===== src/rtl/button_debounce_repeat.sv =====
// Active-low push-button conditioner: per channel 2-FF synchronizer, press/release debounce
// and hold-to-repeat. Define BTN_REPEAT_EN to build the auto-repeat logic.
module button_debounce_repeat #(
  parameter int N_BTN        = 2,
  parameter int DEBOUNCE_CYC = 500_000,
  parameter int HOLD_CYC     = 25_000_000,
  parameter int REPEAT_CYC   = 5_000_000,
  parameter int CNT_W        = 25
) (
  input  logic             i_CLK,
  input  logic             i_RST,
  input  logic [N_BTN-1:0] i_btn,
  output logic [N_BTN-1:0] o_btn,
  output logic [N_BTN-1:0] o_press,
  output logic [N_BTN-1:0] o_held
);

  typedef enum logic [2:0] {
    ST_IDLE,
    ST_DB_PRESS,
    ST_HELD,
`ifdef BTN_REPEAT_EN
    ST_REPEAT,
`endif
    ST_DB_REL
  } state_t;

  localparam int MAX_AB  = (DEBOUNCE_CYC > HOLD_CYC) ? DEBOUNCE_CYC : HOLD_CYC;
  localparam int MAX_CYC = (MAX_AB > REPEAT_CYC) ? MAX_AB : REPEAT_CYC;

  if (DEBOUNCE_CYC < 2 || CNT_W < $clog2(MAX_CYC)) begin : g_bad_cfg
    $error("button_debounce_repeat: CNT_W too narrow or DEBOUNCE_CYC below 2");
  end

  // The entry cycle of a debounce state already counts as the first stable sample.
  localparam logic [CNT_W-1:0] DB_LAST = CNT_W'(DEBOUNCE_CYC - 2);
`ifdef BTN_REPEAT_EN
  localparam logic [CNT_W-1:0] HOLD_LAST = CNT_W'(HOLD_CYC - 1);
  localparam logic [CNT_W-1:0] REP_LAST  = CNT_W'(REPEAT_CYC - 1);
`endif

  for (genvar gi = 0; gi < N_BTN; gi++) begin : g_ch
    logic             r_sync1;
    logic             r_sync2;
    state_t           r_state;
    logic [CNT_W-1:0] r_cnt;
    logic             r_btn;
    logic             r_press;
    logic             r_held;
    logic             w_s;

    assign w_s = r_sync2;

    always_ff @(posedge i_CLK or negedge i_RST) begin
      if (!i_RST) begin
        r_sync1 <= 1'b1;
        r_sync2 <= 1'b1;
        r_state <= ST_IDLE;
        r_cnt   <= '0;
        r_btn   <= 1'b1;
        r_press <= 1'b0;
        r_held  <= 1'b0;
      end else begin
        r_sync1 <= i_btn[gi];
        r_sync2 <= r_sync1;
        r_press <= 1'b0;
        case (r_state)
          ST_IDLE: begin
            r_btn  <= 1'b1;
            r_held <= 1'b0;
            if (!w_s) begin
              r_state <= ST_DB_PRESS;
              r_cnt   <= '0;
            end
          end
          ST_DB_PRESS: begin
            if (w_s) begin
              r_state <= ST_IDLE;
            end else if (r_cnt == DB_LAST) begin
              r_state <= ST_HELD;
              r_cnt   <= '0;
              r_btn   <= 1'b0;
              r_press <= 1'b1;
              r_held  <= 1'b1;
            end else begin
              r_cnt <= r_cnt + 1'b1;
            end
          end
          ST_HELD: begin
            r_btn <= 1'b0;
            if (w_s) begin
              r_state <= ST_DB_REL;
              r_cnt   <= '0;
            end
`ifdef BTN_REPEAT_EN
            else if (r_cnt == HOLD_LAST) begin
              r_state <= ST_REPEAT;
              r_cnt   <= '0;
              r_btn   <= 1'b1;
              r_press <= 1'b1;
            end else begin
              r_cnt <= r_cnt + 1'b1;
            end
`endif
          end
`ifdef BTN_REPEAT_EN
          ST_REPEAT: begin
            // A tick raises o_btn for one cycle; the next cycle always drops it again.
            r_btn <= 1'b0;
            if (w_s) begin
              r_state <= ST_DB_REL;
              r_cnt   <= '0;
            end else if (r_cnt == REP_LAST) begin
              r_cnt   <= '0;
              r_btn   <= 1'b1;
              r_press <= 1'b1;
            end else begin
              r_cnt <= r_cnt + 1'b1;
            end
          end
`endif
          ST_DB_REL: begin
            r_btn <= 1'b0;
            if (!w_s) begin
              r_state <= ST_HELD;
              r_cnt   <= '0;
            end else if (r_cnt == DB_LAST) begin
              r_state <= ST_IDLE;
              r_btn   <= 1'b1;
              r_held  <= 1'b0;
            end else begin
              r_cnt <= r_cnt + 1'b1;
            end
          end
          default: r_state <= ST_IDLE;
        endcase
      end
    end

    assign o_btn[gi]   = r_btn;
    assign o_press[gi] = r_press;
    assign o_held[gi]  = r_held;
  end

endmodule


===== config.mk =====
export PLATFORM = sky130hd
export DESIGN_NAME = button_debounce_repeat
export DESIGN_NICKNAME = d
export VERILOG_FILES = /design/src/rtl/button_debounce_repeat.sv
export SDC_FILE = /design/constraint.sdc
export NUM_CORES = 1
export LEC_CHECK = 0
export BUFFER_PORTS_ARGS = -buffer_cell sky130_fd_sc_hd__buf_4
export CAP_MARGIN = 15
export CORE_MARGIN = 2
export CORE_UTILIZATION = 50
export DETAILED_ROUTE_END_ITERATION = 7
export HOLD_SLACK_MARGIN = 0.05
export PLACE_DENSITY = 0.72
export SLEW_MARGIN = 5
export SYNTH_ARGS = -nofsm -noshare
export SYNTH_HDL_FRONTEND = slang
export SYNTH_SLANG_ARGS = --single-unit

===== constraint.sdc =====
create_clock -name i_CLK -period 4 [get_ports i_CLK]
set_clock_uncertainty 0.1 [all_clocks]
set_input_delay 0.4 -clock i_CLK [delete_from_list [all_inputs] [get_ports i_CLK]]
set_output_delay 0.4 -clock i_CLK [all_outputs]
set_load 0.02 [all_outputs]

Word-level counts from Yosys, hierarchy flattened
Cells that the tools add are included.
{"block": "totals", "ramBits": 0, "latch_bits": 0, "regBits": 66, "output_inout_bits": 6, "n_memories": 0, "rom_bits": 0, "wordCells": 106}
{"block": "op_classes", "n_addsub": 2, "bitwise": 0, "n_shift": 0, "multipliers": 0, "div": 0, "order_cmp": 0, "n_eq_ne": 26, "mux": 50, "reduce_logical": 14}
{"operator": "25-bit 2-to-1 mux", "n": 12}
{"operator": "25-bit case mux with 4 select lines", "n": 2}
{"operator": "25-bit by 1-bit adder with 25-bit output, second input constant", "n": 2}
{"operator": "25-bit by 19-bit == test with 1-bit output, second input constant", "n": 2}
{"operator": "3-bit 2-to-1 mux", "n": 12}
{"operator": "2-bit != test, second input constant", "n": 12}
{"operator": "3-bit case mux with 4 select lines", "n": 2}
{"operator": "5-bit AND reduction", "n": 4}
{"operator": "1-bit 2-to-1 mux", "n": 18}
{"operator": "3-bit != test, second input constant", "n": 6}
{"operator": "3-bit by 2-bit == test with 1-bit output, second input constant", "n": 4}
{"operator": "1-bit case mux with 4 select lines", "n": 2}
{"operator": "4-bit AND reduction", "n": 2}
{"operator": "4-bit nonzero test", "n": 2}
{"operator": "3-bit by 1-bit == test with 1-bit output, second input constant", "n": 2}
{"operator": "3-bit zero test", "n": 2}
{"operator": "1-bit case mux with 3 select lines", "n": 2}
{"operator": "3-bit AND reduction", "n": 2}
{"operator": "3-bit nonzero test", "n": 2}

Logic depth before layout (Yosys ltp)
{"block": "depth", "word_depth": 4, "mapped_depth": 9, "ltp_nobuf": 7}

Worst setup path after synthesis
OpenSTA, ideal clock, no wires.
{"block": "synth_timing", "path_kind": "flip-flop to flip-flop", "startpoint": "register with a tool-made name", "endpoint": "register g_ch[1].r_cnt[10]", "path_stages_with_launch": 10, "required_ps": 3818, "arrival_ps": 2260, "setup_slack_ps": 1558, "path_buffers": 2, "period_less_slack_ps": 2442, "path_cell_list": "dfrtp_1 -> inv_1 -> ha_1 -> clkbuf_1 -> o21a_1 -> nor4_1 -> a21boi_2 -> clkbuf_1 -> a21oi_1 -> a31oi_1"}
{"item": "to (signal assigned)", "line": "86", "source": "r_cnt <= r_cnt + 1'b1;"}
{"item": "to (signal assigned)", "line": "132", "source": "r_cnt <= r_cnt + 1'b1;"}
{"item": "to (decl)", "line": "46", "source": "logic [CNT_W-1:0] r_cnt;"}

Final worst setup path
{"block": "layout_timing", "startpoint": "register g_ch[0].r_cnt[10]", "endpoint": "register g_ch[0].r_cnt[5]"}
{"block": "layout_via", "elab_chain_cells": 4, "elab_cells_between_ends": 6}
{"item": "from (decl)", "line": "46"}
{"item": "from (signal assigned)", "line": "86"}
{"item": "from (signal assigned)", "line": "132"}
{"item": "25-bit by 19-bit == test with 1-bit output (*)", "line": "79, 127"}
{"item": "25-bit 2-to-1 mux", "line": "79", "source": "end else if (r_cnt == DB_LAST) begin"}
{"item": "25-bit 2-to-1 mux", "line": "77", "source": "if (w_s) begin"}
{"item": "25-bit case mux with 4 select lines", "line": "67", "source": "case (r_state)"}
Mark *: on every way between the ends. The rest lies on a longest branch, timed or not. The select of a mux whose other input is x is not followed.
A chain may end at the register's enable or synchronous reset.

==> impl_metrics.tcl <==
set metrics [dict create \
    status "completed" \
    port_buffers 9 \
    cts_buffers 9 \
    synth-seq-cells 64 \
    path_clk_slew_ns 0.09 \
    grt-ovfl-total 0 \
    synth_cell_types 60 \
    row_count 33 \
    vias 3756 \
    synthArstFlopShare 1.00 \
    fin_ws_ns 1.16 \
    yosysTopAreaCell "dfrtp_1" \
    maxCapViolations 0 \
    ys_seq_area_frac 0.391 \
    syn_area_per_cell_um2 8.87 \
    tightest_slew_ns 1.10 \
    tns_ns 0 \
    grt_util_all_layers 0.232 \
    die_h_um 94.8 \
    synth_ff_type "dfrtp_1" \
    layout_min_cycle_time_ns 2.84 \
    max-slew-margin-rel 0.266 \
    syn-cell-area_um2 4120 \
    antenna_found_initial 0 \
    synthTopCellsByArea "dfrtp_1 (35%), ha_1 (4.0%), nand2_1 (3.9%)" \
    core_um2 8090 \
    drc_errors 0 \
    hold_class "in -> async" \
    grt_pass1_wl_um 16500 \
    synthDominantCellAreaShare 0.352 \
    post_cts_buffers 0 \
    reg2reg_from "g_ch[0].r_cnt[10]" \
    fin_crit_sh 0.711 \
    rr_worst_depth 5 \
    drt_iter0_drc 224 \
    grt_max_degree 65 \
    cts_root_buffer "clkbuf_8" \
    hold_viol 0 \
    first_pass_iters 5 \
    fp.dieW_um 94.8 \
    layout-drive-gt1-share 0.0950 \
    synth_commonest_cells "dfrtp_1 (58), nand2_1 (43), nor2_1 (26), o21ai_0 (26), nand3_1 (24)" \
    ios 10 \
    n_fill_cell 743 \
    place_ws_ns 1.23 \
    synth_nets 481 \
    postCtsResizedCells 0 \
    endpoint "g_ch[0].r_cnt[5]" \
    critPathKind "reg -> reg" \
    rr_endpoint "g_ch[0].r_cnt[5]" \
    fin_cells 568 \
    wl_per_cell_um 17.2 \
    rsz0062_at_grt "no" \
    grt_pass1_vias 3483 \
    h-tree-depth 3 \
    synth.most_common_cell "dfrtp_1" \
    crit_path_start "g_ch[0].r_cnt[10]" \
    ys_warn_count 0 \
    nNetsFinal 475 \
    ant_nets 0 \
    fmax_mhz 352 \
    synth_edf_count 0 \
    wirelength_um 9770 \
    cts_sinks 64 \
    slew_viol_final 0 \
    path_max_fanout 13 \
    avgViaCountPerCell 6.61 \
    dp.cells 549 \
    crit_path_end_kind "register" \
    initial_core_util 0.509 \
    dp_hpwl_um 6620 \
    area_growth_syn_to_layout_pct 7.35 \
    clock_path_buffers 2 \
    utilization 0.546 \
    cts_tree "yes" \
    irDropWorstVdd_uv 368 \
    n_antenna_cell 0 \
    synth_cells 464 \
    arrival_ns 2.98 \
    final-setup-viol-count 0 \
    dieArea_um2 8980 \
    p_leak_uw 0.00184 \
    setup.worst_path.start_class "register" \
    powerDensity_nw_per_um2 510 \
    clk_latency_ns 0.36 \
    gp_congestion 0.945 \
    crit_required_ns 4.13 \
    regToRegSetupSlack_ns 1.16 \
]
registers in the layout, indices dropped and copies added (netlist names), named ones only:
name	count
g_ch.r_sync2	2
g_ch.r_sync1	2
g_ch.r_cnt	50
g_ch.r_press	2
g_ch.r_state	2
g_ch.r_held	2
g_ch.r_btn	2
cells in the final DEF, fill, tap and decap left out, drive strengths merged, types with 6 or more instances in the layout:
master / netlist / routed
a21oi: 19 / 19
a221o: 11 / 11
a31oi: 20 / 20
a41oi: 7 / 7
and3: 12 / 12
and4: 9 / 9
buf: 13 / 11
clkbuf: 17 / 9
dfrtp: 58 / 58
dfstp: 6 / 6
ha: 13 / 13
inv: 22 / 24
nand2: 43 / 43
nand3: 24 / 24
nand4: 14 / 14
nor2: 26 / 26
nor3: 16 / 16
nor4: 15 / 15
o21ai: 29 / 29
or4: 6 / 6
what timing repair did:
action	in CTS	in global routing
hold buffers	2	0
setup endpoints to repair	0	0
endpoints found under the hold margin	2	0
power breakdown:
part	leakage [µW]	internal [µW]	switching (µW)
sequential	0.000863	703	56.1
combinational	0.000869	278	576
clock	0.000108	358	283
worst min path at each step:
stage / cells after the start / to / slack (ns) / startpoint
after CTS: 1 / g_ch[1].r_cnt[19] / 0.06 / i_RST
after global placement: 0 / g_ch[1].r_sync2 / 0.25 / g_ch[1].r_sync1
final: 1 / g_ch[1].r_cnt[15] / 0.02 / i_RST
after global routing: 1 / g_ch[1].r_cnt[10] / 0.10 / i_RST
after floorplan: 0 / asynchronous set/reset pin / 0.004 / i_RST
after detailed placement: 0 / g_ch[0].r_sync2 / 0.25 / g_ch[0].r_sync1
critical path, stage by stage (launching register included):
cell       delay (ns)
dfrtp_1          0.46
or4b_4           0.58
a2111oi_0        0.52
a21oi_1          0.49
and3_1           0.32
a211o_1          0.26
cell families after synthesis:
logic type	after synthesis	share of synthesized area
AND/OR/NAND/NOR	195	0.262
AO/OA/AOI/OAI	136	0.239
flip-flops	64	0.391
buffers and inverters	52	0.0586
adder cells (fa/ha/maj)	13	0.0395
multiplexers	4	0.0100
routing by layer:
layer	vias to the layer above	GRT usage	wire length [µm]
li1	1777	-	-
met1	1824	0.316	4370
met2	137	0.368	4720
met3	18	0.0479	528
met4	0	0.0809	155
met5	-	0	0
per-stage QoR:
stage	area (µm²)	hold WS (ns)	total power (µW)
6_report	4420	0.0237	2250
5_1_grt	4420	0.101	2380
4_1_cts	4410	0.0558	2250
3_5_place_dp	4170	0.251	1600
3_3_place_gp	4170	0.246	1580
2_1_floorplan	4120	0.00441	1420
layout make-up:
type	count	area [µm²]	share of cell area
Clock buffer	9	124	0.0280
Clock inverter	7	104	0.0235
Inverter	22	82.6	0.0187
Multi-Input combinational cell	348	2270	0.513
Sequential cell	64	1610	0.364
Tap cell	105	131	0.0297
Timing Repair Buffer	13	103	0.0232
Power figures use the tool's default switching activity.
